===== config.mk =====
export PLATFORM = sky130hd
export DESIGN_NAME = soc_cpu_2_nios2_oci_dct_packer_flat
export DESIGN_NICKNAME = d
export VERILOG_FILES = /design/src/rtl/soc_cpu_2_nios2_oci_dct_packer_if.sv /design/src/rtl/soc_cpu_2_nios2_oci_dct_packer.sv /design/src/flat_wrapper.sv
export SDC_FILE = /design/constraint.sdc
export NUM_CORES = 1
export LEC_CHECK = 0
export ABC_AREA = 1
export BUFFER_PORTS_ARGS = -buffer_cell sky130_fd_sc_hd__buf_2
export CAP_MARGIN = 20
export CORE_AREA = 2 2 95 97
export CTS_CLUSTER_SIZE = 30
export DETAILED_ROUTE_END_ITERATION = 10
export DIE_AREA = 0 0 97 99
export PLACE_DENSITY = 0.76
export SLEW_MARGIN = 20
export SYNTH_ARGS = -nofsm -noshare
export SYNTH_HDL_FRONTEND = slang
export SYNTH_SLANG_ARGS = --single-unit

===== constraint.sdc =====
create_clock -name clk -period 3 [get_ports clk]
set_clock_uncertainty 0.1 [all_clocks]
set_input_delay 0.45 -clock clk [delete_from_list [all_inputs] [get_ports clk]]
set_output_delay 0.45 -clock clk [all_outputs]
set_load 0.1 [all_outputs]

===== src/rtl/soc_cpu_2_nios2_oci_dct_packer_if.sv =====
// Symbol, frame and status bundle for the data-trace packer.
// The master side presents symbols and accepts frames; the slave side is the packer.
interface soc_cpu_2_nios2_oci_dct_packer_if;
    logic        sym_valid;
    logic [1:0]  sym_data;
    logic        sym_ready;
    logic        flush;
    logic        test_ending;
    logic [29:0] dct_buffer;
    logic [3:0]  dct_count;
    logic        frame_valid;
    logic [29:0] frame_data;
    logic [3:0]  frame_count;
    logic        frame_ready;
    logic [7:0]  drop_count;
    logic        test_has_ended;

    modport master (
        output sym_valid, sym_data, flush, test_ending, frame_ready,
        input  sym_ready, dct_buffer, dct_count, frame_valid, frame_data,
               frame_count, drop_count, test_has_ended
    );

    modport slave (
        input  sym_valid, sym_data, flush, test_ending, frame_ready,
        output sym_ready, dct_buffer, dct_count, frame_valid, frame_data,
               frame_count, drop_count, test_has_ended
    );
endinterface


===== src/rtl/soc_cpu_2_nios2_oci_dct_packer.sv =====
// Data-trace packer: gathers 2-bit trace symbols into 15-slot, 30-bit frames,
// emits partial frames on flush or end-of-test, and counts dropped symbols.
module soc_cpu_2_nios2_oci_dct_packer (
    input  logic clk,
    input  logic reset,
    soc_cpu_2_nios2_oci_dct_packer_if.slave bus
);
    typedef enum logic [1:0] {FILL, FULL_WAIT, DRAIN, ENDED} state_t;

    state_t      state_q, state_d;
    logic [29:0] buf_q, buf_d;
    logic [3:0]  cnt_q, cnt_d;
    logic        fv_q, fv_d;
    logic [29:0] fd_q, fd_d;
    logic [3:0]  fc_q, fc_d;
    logic [7:0]  drop_q, drop_d;
    logic        ended_q, ended_d;

    logic        orf;
    logic        accept;
    logic [29:0] buf_acc;
    logic [3:0]  cnt_acc;
    logic        load;
    logic [29:0] load_data;
    logic [3:0]  load_count;

    // Next-state logic: symbol insertion, frame transfer, drop counting and FSM.
    always_comb begin
        // NOTE: every variable gets a default first so no path leaves it unassigned (no latches).
        state_d    = state_q;
        buf_d      = buf_q;
        cnt_d      = cnt_q;
        fv_d       = fv_q;
        fd_d       = fd_q;
        fc_d       = fc_q;
        drop_d     = drop_q;
        ended_d    = ended_q;
        load       = 1'b0;
        load_data  = buf_q;
        load_count = cnt_q;

        // The output register is free when empty or being taken this cycle.
        orf    = !fv_q || bus.frame_ready;
        accept = bus.sym_valid && (state_q == FILL);

        // Buffer and count as they look after this cycle's accepted symbol.
        buf_acc = buf_q;
        cnt_acc = cnt_q;
        if (accept) begin
            buf_acc = buf_q | ({28'b0, bus.sym_data} << {cnt_q, 1'b0});
            cnt_acc = cnt_q + 4'd1;
        end

        if (bus.sym_valid && !accept && (drop_q != 8'hFF))
            drop_d = drop_q + 8'd1;

        case (state_q)
            FILL: begin
                if (accept && (cnt_q == 4'd14)) begin
                    // A full word wins over any flush in the same cycle.
                    if (orf) begin
                        load       = 1'b1;
                        load_data  = buf_acc;
                        load_count = 4'd15;
                    end else begin
                        buf_d   = buf_acc;
                        cnt_d   = 4'd15;
                        state_d = FULL_WAIT;
                    end
                end else begin
                    buf_d = buf_acc;
                    cnt_d = cnt_acc;
                    if ((bus.flush || bus.test_ending) && (cnt_acc != 4'd0)) begin
                        state_d = DRAIN;
                    end else if (bus.test_ending && !fv_q) begin
                        state_d = ENDED;
                        ended_d = 1'b1;
                    end
                end
            end
            FULL_WAIT: begin
                if (orf) begin
                    load       = 1'b1;
                    load_data  = buf_q;
                    load_count = 4'd15;
                    state_d    = FILL;
                end
            end
            DRAIN: begin
                if (orf) begin
                    load       = 1'b1;
                    load_data  = buf_q;
                    load_count = cnt_q;
                    state_d    = FILL;
                end
            end
            default: ;
        endcase

        // Frame register: a load replaces it, otherwise a handshake empties it.
        if (load) begin
            fv_d  = 1'b1;
            fd_d  = load_data;
            fc_d  = load_count;
            buf_d = '0;
            cnt_d = '0;
        end else if (fv_q && bus.frame_ready) begin
            fv_d = 1'b0;
        end
    end

    // State and output registers, cleared asynchronously by reset.
    always_ff @(posedge clk or posedge reset) begin
        if (reset) begin
            state_q <= FILL;
            buf_q   <= '0;
            cnt_q   <= '0;
            fv_q    <= 1'b0;
            fd_q    <= '0;
            fc_q    <= '0;
            drop_q  <= '0;
            ended_q <= 1'b0;
        end else begin
            // NOTE: non-blocking assignments so every register samples pre-edge values.
            state_q <= state_d;
            buf_q   <= buf_d;
            cnt_q   <= cnt_d;
            fv_q    <= fv_d;
            fd_q    <= fd_d;
            fc_q    <= fc_d;
            drop_q  <= drop_d;
            ended_q <= ended_d;
        end
    end

    assign bus.sym_ready      = (state_q == FILL);
    assign bus.dct_buffer     = buf_q;
    assign bus.dct_count      = cnt_q;
    assign bus.frame_valid    = fv_q;
    assign bus.frame_data     = fd_q;
    assign bus.frame_count    = fc_q;
    assign bus.drop_count     = drop_q;
    assign bus.test_has_ended = ended_q;
endmodule


===== src/flat_wrapper.sv =====
// flat-port wrapper written by rule: the top's interface ports become plain ports
module soc_cpu_2_nios2_oci_dct_packer_flat 
  (clk, reset, bus_sym_valid, bus_sym_data, bus_flush, bus_test_ending, bus_frame_ready, bus_sym_ready, bus_dct_buffer, bus_dct_count, bus_frame_valid, bus_frame_data, bus_frame_count, bus_drop_count, bus_test_has_ended);
  soc_cpu_2_nios2_oci_dct_packer_if bus_i ();
  input  logic clk;
  input  logic reset;
  input wire logic [$bits(bus_i.sym_valid)-1:0] bus_sym_valid;
  input wire logic [$bits(bus_i.sym_data)-1:0] bus_sym_data;
  input wire logic [$bits(bus_i.flush)-1:0] bus_flush;
  input wire logic [$bits(bus_i.test_ending)-1:0] bus_test_ending;
  input wire logic [$bits(bus_i.frame_ready)-1:0] bus_frame_ready;
  output wire logic [$bits(bus_i.sym_ready)-1:0] bus_sym_ready;
  output wire logic [$bits(bus_i.dct_buffer)-1:0] bus_dct_buffer;
  output wire logic [$bits(bus_i.dct_count)-1:0] bus_dct_count;
  output wire logic [$bits(bus_i.frame_valid)-1:0] bus_frame_valid;
  output wire logic [$bits(bus_i.frame_data)-1:0] bus_frame_data;
  output wire logic [$bits(bus_i.frame_count)-1:0] bus_frame_count;
  output wire logic [$bits(bus_i.drop_count)-1:0] bus_drop_count;
  output wire logic [$bits(bus_i.test_has_ended)-1:0] bus_test_has_ended;
  assign bus_i.sym_valid = bus_sym_valid;
  assign bus_i.sym_data = bus_sym_data;
  assign bus_i.flush = bus_flush;
  assign bus_i.test_ending = bus_test_ending;
  assign bus_i.frame_ready = bus_frame_ready;
  assign bus_sym_ready = bus_i.sym_ready;
  assign bus_dct_buffer = bus_i.dct_buffer;
  assign bus_dct_count = bus_i.dct_count;
  assign bus_frame_valid = bus_i.frame_valid;
  assign bus_frame_data = bus_i.frame_data;
  assign bus_frame_count = bus_i.frame_count;
  assign bus_drop_count = bus_i.drop_count;
  assign bus_test_has_ended = bus_i.test_has_ended;
  soc_cpu_2_nios2_oci_dct_packer u_core (.clk(clk), .reset(reset), .bus(bus_i));
endmodule

# After elaboration in Yosys (flattened, before gate mapping)
# Index checks and enable logic that the tools add are counted.
# totals
out_inout_bits,79
register_bits,80
in_bits,8
elab_cells,69
# op_classes
n_shift,1
addsub,2
reduce_logical,20
n_eq_ne,8
n_mux,27
bitwise,3
# ops
op,n
two-way mux 30 bit,8
bitwise OR 30 bit,1
left shift 2 x 5 -> 30 bit,1
two-way mux 4 bit,7
two-way mux 2 bit,5
"adder 8 x 1 -> 8 bit, second input constant",1
"!= test 8 bit, second input constant",1
one-hot mux 4 bit (2 select lines),1
AND reduction 4 bit,2
logical AND 1 bit,7
"!= test 3 bit, second input constant",2
nonzero test 2 bit,3
"adder 4 x 1 -> 4 bit, second input constant",1
"equality test 4 bit, second input constant",1
two-way mux 1 bit,4
"!= test 4 x 1 -> 1 bit, second input constant",1
one-hot mux 2 bit (2 select lines),1
nonzero test 4 bit,1
"equality test 2 x 1 -> 1 bit, second input constant",1
"equality test 2 bit, second input constant",1
logical NOT 1 bit,2
logical NOT 2 bit,1
logical OR 1 bit,2
"!= test 2 x 1 -> 1 bit, second input constant",1
other kinds (4),5

# Logic depth before layout (Yosys ltp)
# logic_depth
word_depth,8
depth_mapped,14
mapped_depth_nobuf,13

# Least setup slack after synthesis
# Ideal clock, no wire load.
# synth_timing
path_type,reg-to-reg
from,reg u_core.state_q[0]
to,reg u_core.buf_q[14] (netlist: u_core.bus.dct_buffer[14])
period_less_slack_ns,2.779
setup_ns,0.118
path_stages_with_launch,13
n_path_buf,3
t_arrival_ns,2.561
required_time_ns,2.782
path_slack_ns,0.221
cell_sequence,dfrtp_1 > inv_1 > ha_1 > buf_4 > nand2_2 > clkinv_2 > nand3_4 > nor2_8 > o21ai_4 > buf_6 > buf_6 > a21oi_2 > inv_1
# synth_between
elab_chain_len,7
word_cells_on_any_way,16
cone_classes,eq/ne: 3; mux: 7; reduce/logical: 6
# synth_lines
item,line,source
start: declaration,soc_cpu_2_nios2_oci_dct_packer.sv:10,"state_t state_q, state_d;"
start signal: assignment,soc_cpu_2_nios2_oci_dct_packer.sv:125,state_q <= state_d;
logical NOT 2 bit *,--,
net bus_sym_ready,flat_wrapper.sv:12,output wire logic [$bits(bus_i.sym_ready)-1:0] bus_sym_ready;
logical AND 1 bit,soc_cpu_2_nios2_oci_dct_packer.sv:44,accept = bus.sym_valid && (state_q == FILL);
logical AND 1 bit / two-way mux 30 bit (equally long branches),"soc_cpu_2_nios2_oci_dct_packer.sv:59, soc_cpu_2_nios2_oci_dct_packer.sv:49",
two-way mux 1 bit / two-way mux 30 bit (equally long branches),"soc_cpu_2_nios2_oci_dct_packer.sv:59, soc_cpu_2_nios2_oci_dct_packer.sv:61",
one-hot mux 1 bit (2 select lines) / two-way mux 30 bit (equally long branches),"soc_cpu_2_nios2_oci_dct_packer.sv:57, soc_cpu_2_nios2_oci_dct_packer.sv:59",
!= test 3 bit (no source line) (tied with other cells),--,
AND reduction 2 bit (no source line) / two-way mux 30 bit (equally long branches),--,
end signal: assignment,soc_cpu_2_nios2_oci_dct_packer.sv:126,buf_q <= buf_d;
end: declaration,soc_cpu_2_nios2_oci_dct_packer.sv:11,"logic [29:0] buf_q, buf_d;"
# The timed path passes the listed nets; every way through them passes the cells marked *. The select of a mux whose other input is x is not followed.
# A chain may end at the register's enable or synchronous reset.

# Worst setup path in the final report
# layout_timing
from,reg u_core.state_q[0]
to,reg u_core.cnt_q[1] (netlist: u_core.bus.dct_count[1])
# layout_between
elab_chain_len,7
word_cells_on_any_way,15
cone_classes,eq/ne: 3; mux: 6; reduce/logical: 6
# layout_lines
item,line,source
logical NOT 2 bit,"soc_cpu_2_nios2_oci_dct_packer.sv:44, soc_cpu_2_nios2_oci_dct_packer.sv:57",
logical AND 1 bit,soc_cpu_2_nios2_oci_dct_packer.sv:44,
logical AND 1 bit,soc_cpu_2_nios2_oci_dct_packer.sv:59,if (accept && (cnt_q == 4'd14)) begin
two-way mux 1 bit,soc_cpu_2_nios2_oci_dct_packer.sv:59,
one-hot mux 1 bit (2 select lines),soc_cpu_2_nios2_oci_dct_packer.sv:57,case (state_q)
!= test 3 bit (no source line) / nonzero test 2 bit (equally long branches),--,
AND reduction 2 bit (no source line),--,
end signal: assignment,soc_cpu_2_nios2_oci_dct_packer.sv:127,cnt_q <= cnt_d;
end: declaration,soc_cpu_2_nios2_oci_dct_packer.sv:12,"logic [3:0] cnt_q, cnt_d;"
# Parallel ways exist; a longest one is shown, timed or not. The select of a mux whose other input is x is not followed.

==> reports/qor.tcl <==
set qor(hpwl_detailed_um) 6280
set qor(p_sw_mw) 2.80
set qor(postRouteWirelength_um) 8600
set qor(class_of_the_worst_hold_path) {primary input to asynchronous set/reset pin}
set qor(syn_to_final_growth_pct) 19.0
set qor(share_clk_of_total_power_pct) 18.4
set qor(drt_iter0_markers) 252
set qor(gr-total-overflow) 0
set qor(netlist_instances) 430
set qor(finalCritPeriodShare_pct) 81.2
set qor(critPathRequiredTime_ps) 3160
set qor(antennaDiodeCount) 0
set qor(grt_pass1_wl_um) 14400
set qor(maximum_number_of_pins_on_one_net_before_global_route_repair) 47
set qor(design.portCount) 87
set qor(detail_route.wl_per_cell_um) 13.8
set qor(clock_tree_from_tritoncts) {done}
set qor(synth.yosys.seq_area_share_pct) 53.4
set qor(finalCriticalPeriod_ps) 2440
set qor(finalWeightedCongestion) 0.890
set qor(yosys_register_bits) 80
set qor(power_density_nw_per_um2) 1150
set qor(vdd_ir_drop_max_mv) 0.922
set qor(status) {finished, final reports clean}
set qor(topRoutingLayerUsed) {met4}
set qor(kind_of_critical_path) {register to register}
set qor(cts_buffer_depth) 2
set qor(async_reset_ff_share_pct) 100
set qor(number_of_resized_instances_in_the_post_cts_repair_step) 0
set qor(worstPathMaxFanout) 29
set qor(detail_route.drc_violations) 0
set qor(worstRegToRegCells) 10
set qor(distinct_cell_type_count_of_the_synthesized_netlist) 35
set qor(floorplan.die.width_um) 97
set qor(number_of_sinks_on_the_clock_net) 80
set qor(setup-tns-final_ps) 0
set qor(cts_made_buffers) 9
set qor(postRouteAntennaNets) 0
set qor(detail_route.wirelength.met1_um) 3880
set qor(setup.worst_path.start_class) {register}
set qor(max_slew_margin_pct) 48.6
set qor(port-buffer-count) 86
set qor(root_buffer) {clkbuf_8}
set qor(num-fill-cells) 825
set qor(arrival_ps) 2600
set qor(timing_max_transition_violations_final) 0
set qor(initial_utilization_pct) 43.8
set qor(placed_cell_area_um2) 4230
set qor(synthTopCellsByArea) {dfrtp_1 53%, nand2_1 9.1%, inv_1 7.6%, nor2_1 3.5%, o31ai_1 3.4%}
set qor(final_design_area_no_fill_um2) 4460
set qor(met3WireLength_um) 429
set qor(clock_latency_ps) 350
set qor(synth_edf_count) 0
set qor(vias_per_cell) 5.00
set qor(design.core.area_um2) 8550
set qor(routed-via-count) 3119
set qor(die_span_y_um) 99
set qor(routed-wl-met2_um) 4060
set qor(syn_area_um2) 3750
set qor(tightestPinTransition_ps) 770
set qor(stdcell_count) 624
set qor(power.share.switching_pct) 54.7
set qor(dr.pass1.iters) 4
set qor(fmax_mhz) 411
set qor(comb_power_share_pct) 53.6
set qor(max_cap_violations) 0
set qor(grt_use_total_pct) 18.8
set qor(clkSlewWorstSetupHoldPaths_ps) 80
set qor(synthDominantAreaCellType) {dfrtp_1}
set qor(worstSetupEndpointType) {register}
set qor(layout-drive-gt1-share_pct) 23.1
set qor(flop_pwr_share_pct) 28.0
set qor(layout.cells.most_common) {nand2_1}
set qor(synth_top_cell_area_share_pct) 53.4
set qor(final-hold-violation-count) 0
set qor(leakagePower_nw) 2.50
set qor(synth_warnings) 0
set qor(synthFlopType) {dfrtp_1}
set qor(grt_pass1_vias) 2978
set qor(dp_cells) 609
set qor(grt_antenna_before_repair) 0
set qor(cts_setup_buffers) 0
set qor(layout.cells.most_common_list) {91 x nand2_1, 86 x buf_2, 80 x dfrtp_1}
set qor(cell_internal_pwr_mw) 2.32
set qor(syn_nets) 444
set qor(htreeDepth) 3
set qor(finalSetupViolCount) 0
set qor(num-nets-final) 526
set qor(fin_worst_hold_slack_ps) 97.6
set qor(die-area_um2) 9600
set qor(syn_area_per_cell_um2) 8.71
set qor(grt_setup_unrepaired) {false}
set qor(std_cell_rows) 34
set qor(post_cts_hold_buffer_count) 0
==> flip-flops by register name, summed over array words and instances, names as in the netlist <==
name                       flops
u_core.bus.dct_buffer         30
u_core.bus.test_has_ended      1
u_core.bus.dct_count           4
u_core.bus.frame_count         4
u_core.bus.frame_valid         1
u_core.bus.frame_data         30
u_core.state_q                 2
u_core.bus.drop_count          8
==> synthesized netlist by cell type (2+ instances only) <==
| cell type | n |
|---|---|
| a21oi_1 | 5 |
| ha_1 | 6 |
| o31ai_1 | 17 |
| mux2_2 | 2 |
| o21ai_1 | 2 |
| o22ai_1 | 2 |
| clkbuf_1 | 7 |
| buf_6 | 4 |
| dfrtp_1 | 80 |
| nand2_1 | 91 |
| nand3_1 | 23 |
| a31oi_1 | 9 |
| nor2_1 | 35 |
| o21ai_0 | 23 |
| a21oi_2 | 2 |
| xor2_1 | 3 |
| inv_1 | 76 |
| xnor2_1 | 4 |
| nand4_1 | 7 |
| nor3_1 | 6 |
| o41ai_1 | 3 |
| inv_2 | 2 |
| buf_2 | 5 |
| nand2_2 | 2 |
| buf_4 | 4 |
==> layer usage <==
layer / global-route usage (%) / up-vias
li1: - / 1528
met3: 3.97 / 17
met4: 8.78 / 0
met1: 24.0 / 1487
met5: 0 / -
met2: 31.0 / 87
==> logic make-up (layout without fill, tap and decap cells) <==
family / after synthesis / count (layout) / synth area share [%]
AOI/OAI and AO/OA: 66 / 66 / 11.3
muxes: 2 / 2 / 0.601
DFF: 80 / 80 / 53.4
and+or+nand+nor: 169 / 169 / 19.6
adders and majority gates: 6 / 6 / 2.00
xor gates and xnor gates: 7 / 7 / 1.64
buffers and inverters: 100 / 186 / 11.4
==> worst paths after layout <==
path	startpoint	end	slack, ps
hold / removal	reset	u_core.bus.frame_data[10]	100
setup / recovery	u_core.state_q[0]	u_core.bus.dct_count[1]	560
hold reg to reg	u_core.bus.test_has_ended	u_core.bus.test_has_ended	370
min in group clk	bus_test_ending	u_core.bus.test_has_ended	340
max in group asynchronous	reset	u_core.bus.dct_buffer[14]	1950
setup reg to reg	u_core.state_q[0]	u_core.bus.dct_count[1]	560
==> metrics by stage <==
stage | setup WS [ps] | power, mW | utilization, %
6_report | 564 | 5.13 | 52.2
5_1_grt | 339 | 5.42 | 52.2
4_1_cts | 528 | 5.17 | 52.2
3_5_place_dp | 562 | 4.22 | 49.4
3_3_place_gp | 663 | 4.16 | 49.4
2_1_floorplan | 221 | 3.87 | -
==> worst max-delay path, cell delays in order, from the launching register on <==
cell and delay, ps:
dfrtp_1 400, inv_1 60, ha_1 360, nand2_2 170
clkinv_2 100, nand3_4 130, nor2_8 70, o21ai_4 290
buf_4 350, nand2_1 130, o22ai_1 190
==> power groups by stage <==
| stage | logic, mW | registers, mW | clock network, mW |
|---|---|---|---|
| 2_1_floorplan | 1.16 | 2.71 | 0 |
| 3_3_place_gp | 2.71 | 1.45 | 0 |
| 3_5_place_dp | 2.76 | 1.46 | 0 |
| 4_1_cts | 2.77 | 1.44 | 0.964 |
| 5_1_grt | 2.95 | 1.47 | 1.01 |
| 6_report | 2.75 | 1.44 | 0.942 |
==> area by class of cell <==
| cell class | instances | area (µm²) | share of cell area, % |
|---|---|---|---|
| Tap cell | 108 | 135 | 3.03 |
| Multi-Input combinational cell | 250 | 1320 | 29.5 |
| Inverter | 80 | 303 | 6.79 |
| Sequential cell | 80 | 2000 | 44.9 |
| Clock buffer | 12 | 145 | 3.25 |
| Clock inverter | 3 | 90.1 | 2.02 |
| Timing Repair Buffer | 91 | 468 | 10.5 |
Power figures use the tool's default switching activity.
